File: src/rtl/alu_op_sequencer.sv
// Queues packed ALU commands, drives each onto the ALU bus, waits a fixed settle
// time, then captures and holds the ALU result until the consumer takes it.
module alu_op_sequencer #(
    parameter int unsigned SETTLE_CYCLES = 1,
    parameter int unsigned FIFO_DEPTH    = 4
) (
    input  logic       clk,
    input  logic       rst,
    input  logic       cmd_valid,
    output logic       cmd_ready,
    input  logic [7:0] cmd_data,
    output logic [7:0] alu_op,
    input  logic [7:0] alu_res,
    output logic       rsp_valid,
    input  logic       rsp_ready,
    output logic [7:0] rsp_data,
    output logic [7:0] rsp_op,
    output logic [7:0] ovf_count,
    output logic       busy
);

    localparam int unsigned DATA_W = 8;
    localparam int unsigned PTR_W  = $clog2(FIFO_DEPTH);
    localparam int unsigned CNT_W  = PTR_W + 1;
    localparam int unsigned SET_W  = 4;

    typedef enum logic [1:0] {
        IDLE   = 2'd0,
        SETTLE = 2'd1,
        HOLD   = 2'd2
    } state_t;

    state_t             state;
    state_t             state_nxt;
    logic [DATA_W-1:0]  fifo_mem [FIFO_DEPTH];
    logic [PTR_W-1:0]   wr_ptr;
    logic [PTR_W-1:0]   rd_ptr;
    logic [CNT_W-1:0]   occ;
    logic [CNT_W-1:0]   occ_nxt;
    logic [SET_W-1:0]   settle_cnt;
    logic [SET_W-1:0]   settle_nxt;
    logic [DATA_W-1:0]  alu_op_nxt;
    logic [DATA_W-1:0]  rsp_data_nxt;
    logic [DATA_W-1:0]  rsp_op_nxt;
    logic [DATA_W-1:0]  ovf_nxt;
    logic               rsp_valid_nxt;
    logic               push;
    logic               pop;
    logic               fifo_empty;

    // cmd_ready is the registered "not full" flag, so a full FIFO never takes a push
    assign push       = cmd_valid && cmd_ready;
    assign fifo_empty = (occ == '0);

    // Command payload storage; occupancy qualifies the contents, so no reset needed
    always_ff @(posedge clk) begin
        if (push) begin
            fifo_mem[wr_ptr] <= cmd_data;
        end
    end

    always_comb begin
        occ_nxt = occ;
        case ({push, pop})
            2'b10:   occ_nxt = occ + CNT_W'(1);
            2'b01:   occ_nxt = occ - CNT_W'(1);
            default: occ_nxt = occ;
        endcase
    end

    // Next-state and next-output logic
    always_comb begin
        state_nxt     = state;
        settle_nxt    = settle_cnt;
        alu_op_nxt    = alu_op;
        rsp_valid_nxt = rsp_valid;
        rsp_data_nxt  = rsp_data;
        rsp_op_nxt    = rsp_op;
        ovf_nxt       = ovf_count;
        pop           = 1'b0;
        case (state)
            IDLE: begin
                if (!fifo_empty) begin
                    pop        = 1'b1;
                    alu_op_nxt = fifo_mem[rd_ptr];
                    rsp_op_nxt = fifo_mem[rd_ptr];
                    settle_nxt = SET_W'(SETTLE_CYCLES);
                    state_nxt  = SETTLE;
                end
            end
            SETTLE: begin
                if (settle_cnt == SET_W'(1)) begin
                    rsp_data_nxt  = alu_res;
                    rsp_valid_nxt = 1'b1;
                    state_nxt     = HOLD;
                    if (alu_res[7] && (ovf_count != 8'hFF)) begin
                        ovf_nxt = ovf_count + 8'd1;
                    end
                end else begin
                    settle_nxt = settle_cnt - SET_W'(1);
                end
            end
            HOLD: begin
                if (rsp_ready) begin
                    rsp_valid_nxt = 1'b0;
                    state_nxt     = IDLE;
                end
            end
            default: state_nxt = IDLE;
        endcase
    end

    // State and registered outputs
    always_ff @(posedge clk or posedge rst) begin
        if (rst) begin
            state      <= IDLE;
            wr_ptr     <= '0;
            rd_ptr     <= '0;
            occ        <= '0;
            settle_cnt <= '0;
            alu_op     <= '0;
            rsp_valid  <= 1'b0;
            rsp_data   <= '0;
            rsp_op     <= '0;
            ovf_count  <= '0;
            cmd_ready  <= 1'b1;
            busy       <= 1'b0;
        end else begin
            state      <= state_nxt;
            if (push) begin
                wr_ptr <= wr_ptr + PTR_W'(1);
            end
            if (pop) begin
                rd_ptr <= rd_ptr + PTR_W'(1);
            end
            occ        <= occ_nxt;
            settle_cnt <= settle_nxt;
            alu_op     <= alu_op_nxt;
            rsp_valid  <= rsp_valid_nxt;
            rsp_data   <= rsp_data_nxt;
            rsp_op     <= rsp_op_nxt;
            ovf_count  <= ovf_nxt;
            cmd_ready  <= (occ_nxt != CNT_W'(FIFO_DEPTH));
            busy       <= (state_nxt != IDLE) || (occ_nxt != '0);
        end
    end

endmodule

File: config.mk
export PLATFORM = sky130hd
export DESIGN_NAME = alu_op_sequencer
export DESIGN_NICKNAME = d
export VERILOG_FILES = /design/src/rtl/alu_op_sequencer.sv
export SDC_FILE = /design/constraint.sdc
export NUM_CORES = 1
export LEC_CHECK = 0
export ABC_AREA = 1
export CORE_MARGIN = 4
export CORE_UTILIZATION = 45
export DETAILED_ROUTE_END_ITERATION = 7
export GPL_TIMING_DRIVEN = 0
export PLACE_DENSITY = 0.71
export SLEW_MARGIN = 20
export SYNTH_ARGS = -nofsm -noshare
export SYNTH_HDL_FRONTEND = slang
export SYNTH_SLANG_ARGS = --single-unit
File: constraint.sdc
create_clock -name clk -period 1.8 [get_ports clk]
set_input_delay 0.36 -clock clk [delete_from_list [all_inputs] [get_ports clk]]
set_output_delay 0.36 -clock clk [all_outputs]
set_load 0.01 [all_outputs]
==> run_results.csv, run 1 <==
group,metric,value,unit
clocking,cts_tree,"done",
yosys,ys_top_cells_by_count,"110 x nand2_1, 48 x nor2_1, 39 x dfrtp_1",
finish,fin_area,4290,um^2
clocking,h-tree-depth,3,
floorplan,start_util,47.3,%
global_route,grt_max_degree,35,
detailed_routing,viasPerCell,4.75,
sta,slew_violations,0,
sta,whs,233,ps
yosys,yosys.area.top_type,"dfrtp_1",
placed_design,port_buffers,54,
yosys,ys_seq_area_share,60.1,%
hold_path,hp-class,"input port to asynchronous set/reset pin",
floorplan,rows,30,
sta,timing.fmax,527,MHz
yosys,synth_xor_area_share,1.61,%
placed_design,dpl_cell_area,3960,um^2
sta,fin_crit,1900,ps
floorplan,core,6910,um^2
sta,hold_viol_final,0,
power,leakagePower,0.00195,uW
detailed_routing,drt-wirelength-per-cell,12.8,um
finish,syn2layout_area_growth,31.3,%
clocking,cts.sinks,72,
yosys,synth_cells,340,
worst_setup_path,cp_max_fo,3,
placed_design,place_hpwl,4590,um
worst_setup_path,ff2ff_path_depth,11,
yosys,syn-mean-instance-area,9.60,um^2
floorplan,io_pins,55,
clocking,cts.clk_slew.worst_paths,80,ps
global_route,grt_usage,16.1,%
yosys,yosysMostFrequentCell,"nand2_1",
yosys,synth_compound_area_share,3.79,%
worst_setup_path,arrival,2120,ps
power,p_seq_share,33.7,%
yosys,synthAdderAreaFrac,3.68,%
worst_setup_path,path_cells,"nor2_1 -> nand2_2 -> inv_4 -> ha_4 -> inv_2 -> fa_2 -> nand2_2 -> o21ai_2 -> nand3_2 -> nor2_1 -> nand2_1",
floorplan,die_w,93.2,um
yosys,synthMuxAreaShare,0,%
worst_setup_path,crit_path_max_incr_delay,530,ps
sta,max_slew_margin,43.5,%
yosys,synth_area_leaders,"dfrtp_1 30%, edfxtp_1 29%, nand2_1 13%",
power,clock_power_share,20.0,%
detailed_routing,drt_wl_total,6600,um
power,power.density,1780,nW/um^2
global_route,overflow,0,
finish,nets,442,
global_route,antenna_found_initial,0,
worst_setup_path,cp-start-kind,"flop",
power,irDropWorstVdd,1.16,mV
worst_setup_path,crit_required,2030,ps
yosys,synth_fp_nets,369,
placed_design,place.gp.congestion,0.771,
clocking,ctsHoldBuffers,0,
worst_setup_path,slowest_stage,"fa_2",
yosys,ys.flop_type,"dfrtp_1",
yosys,synth_top_area_share,29.9,%
yosys,synth_edf_count,32,
worst_setup_path,r2r_end,"busy",
yosys,ys_types,25,
worst_setup_path,crit_type,"flop to flop",
detailed_routing,drt_iter0_drc,80,
detailed_routing,final_antenna_net_count,0,
floorplan,dieArea,8680,um^2
power,p_comb_share,46.4,%
finish,nFillCells,612,
clocking,root_buffer,"clkbuf_8",
finish,drive_gt1_share,16.3,%
yosys,ys_ff_latch,72,
sta,setup_ws,-98.5,ps
sta,setup_viol,2,
sta,max_slew.worst_pin.slew,844,ps
power,p_switching,2830,uW
finish,diodes,0,
run_status,violations,"negative setup slack",
power,swShare,37.0,%
floorplan,die_h,93.2,um
run,maxCapViolCount,0,
clocking,clkLatencyLatePin,340,ps
worst_setup_path,end_kind,"flop",
yosys,synth_top_family_by_area,"simple AND/OR/NAND/NOR gates",
sta,rsz0062_at_grt,"true",
detailed_routing,drc,0,
detailed_routing,num_vias,2442,
yosys,synth_simple_gate_area_share,23.6,%
worst_setup_path,rrSetupSlack,-100,ps
detailed_routing,dr.pass1.iters,4,
global_route,grt_pass1_vias,2343,
yosys,ys_async_sr_fraction,55.6,%
clocking,cts_buffers,9,
sta,finalCritPeriodShare,105,%
yosys,yosysWarnings,0,
worst_setup_path,r2r-start,"state[0]",
yosys,synth_area,3270,um^2
run_status,outcome,"complete, but fails checks",
clocking,clockBufferDepth,2,
global_route,grt_pass1_wl,10900,um
sta,clock_skew,7.57,ps
power,intPower,4810,uW
-- what timing repair did --
action	CTS	global route
pin swaps	3	6
gates resized for setup	3	12
endpoints found under the setup margin	19	18
buffers inserted	3	4
-- worst max-delay path, delay by kind of cell, from the launching register on --
family / cells / cell delay [ps]
compound gates: 1 / 70
flops: 1 / 410
fa+ha+maj: 2 / 650
buf+inv: 2 / 110
simple gates: 6 / 550
-- how the worst max path moves through the flow --
stage | start | end | slack, ps
3_3_place_gp | cmd_valid | busy | -480
5_1_grt | state[0] | busy | -230
6_report | state[0] | busy | -100
3_5_place_dp | cmd_valid | busy | -470
4_1_cts | cmd_ready | cmd_ready | 2
2_1_floorplan | state[1] | busy | -50
-- state kept, by name (all words and copies together), names as in the netlist, 2 cells and up --
name / cells
wr_ptr: 2
rsp_op: 8
fifo_mem: 32
ovf_count: 8
settle_cnt: 4
occ: 3
state: 2
rsp_data: 8
rd_ptr: 2
-- layout make-up --
cell class	count	area, um^2	share of cell area [%]
Sequential cell	72	1970	45.8
Clock buffer	9	124	2.89
Multi-Input combinational cell	223	1110	25.8
Inverter	31	119	2.77
Tap cell	96	120	2.80
Buffer	14	118	2.74
Clock inverter	7	120	2.80
Timing Repair Buffer	62	616	14.4
-- stage by stage --
stage	utilization, %	std cells	setup WS (ps)	power, uW	TNS (ps)
after floorplan	-	340	-54.1	4630	-54.1
after global placement	57.1	490	-484	5760	-25380
after detailed placement	57.4	491	-471	5870	-10900
after CTS	61.4	510	2.20	7510	0
after global routing	62.1	514	-226	8260	-817
final	62.1	514	-98.5	7640	-102
-- logic make-up after synthesis --
family	Yosys count
XOR/XNOR	6
flip-flops	72
buffers and inverters	45
AND/OR/NAND/NOR	184
adder cells (fa/ha/maj)	9
AO/OA/AOI/OAI	24
-- power by group through the flow --
stage	Sequential [uW]	Combinational, uW	Clock (uW)
2_1_floorplan	2650	1990	0
4_1_cts	2560	3390	1560
6_report	2570	3540	1520
5_1_grt	2640	3970	1640
3_3_place_gp	2570	3190	0
3_5_place_dp	2600	3270	0
-- routing by layer --
layer / track usage [%] / up-vias / wire (um)
li1: - / 1225 / -
met1: 20.9 / 1157 / 2870
met2: 26.2 / 51 / 3360
met3: 2.82 / 9 / 262
met4: 7.33 / 0 / 100
met5: 0 / - / 0
-- cells in the final DEF (no fill, tap or decap), types with 5 or more instances in the layout --
cell type,Yosys,routed
edfxtp_1,32,32
ha_1,8,7
clkdlybuf4s50_1,0,53
nor2_1,48,47
o21ai_0,19,18
buf_4,9,16
inv_1,29,23
nand2_1,110,107
inv_2,2,7
dfrtp_1,39,37
nand4_1,6,6
clkbuf_8,0,9
nand3_1,9,7
nand2_2,2,5
Note: power is estimated with default switching activity, not from simulation.
==> run 2: changes to the inputs <==
Settings changed: ABC_CLOCK_PERIOD_IN_PS from default to 1800.
==> results of run 2 <==
No change in the layout: final DEF, timing and power equal those of run 1.
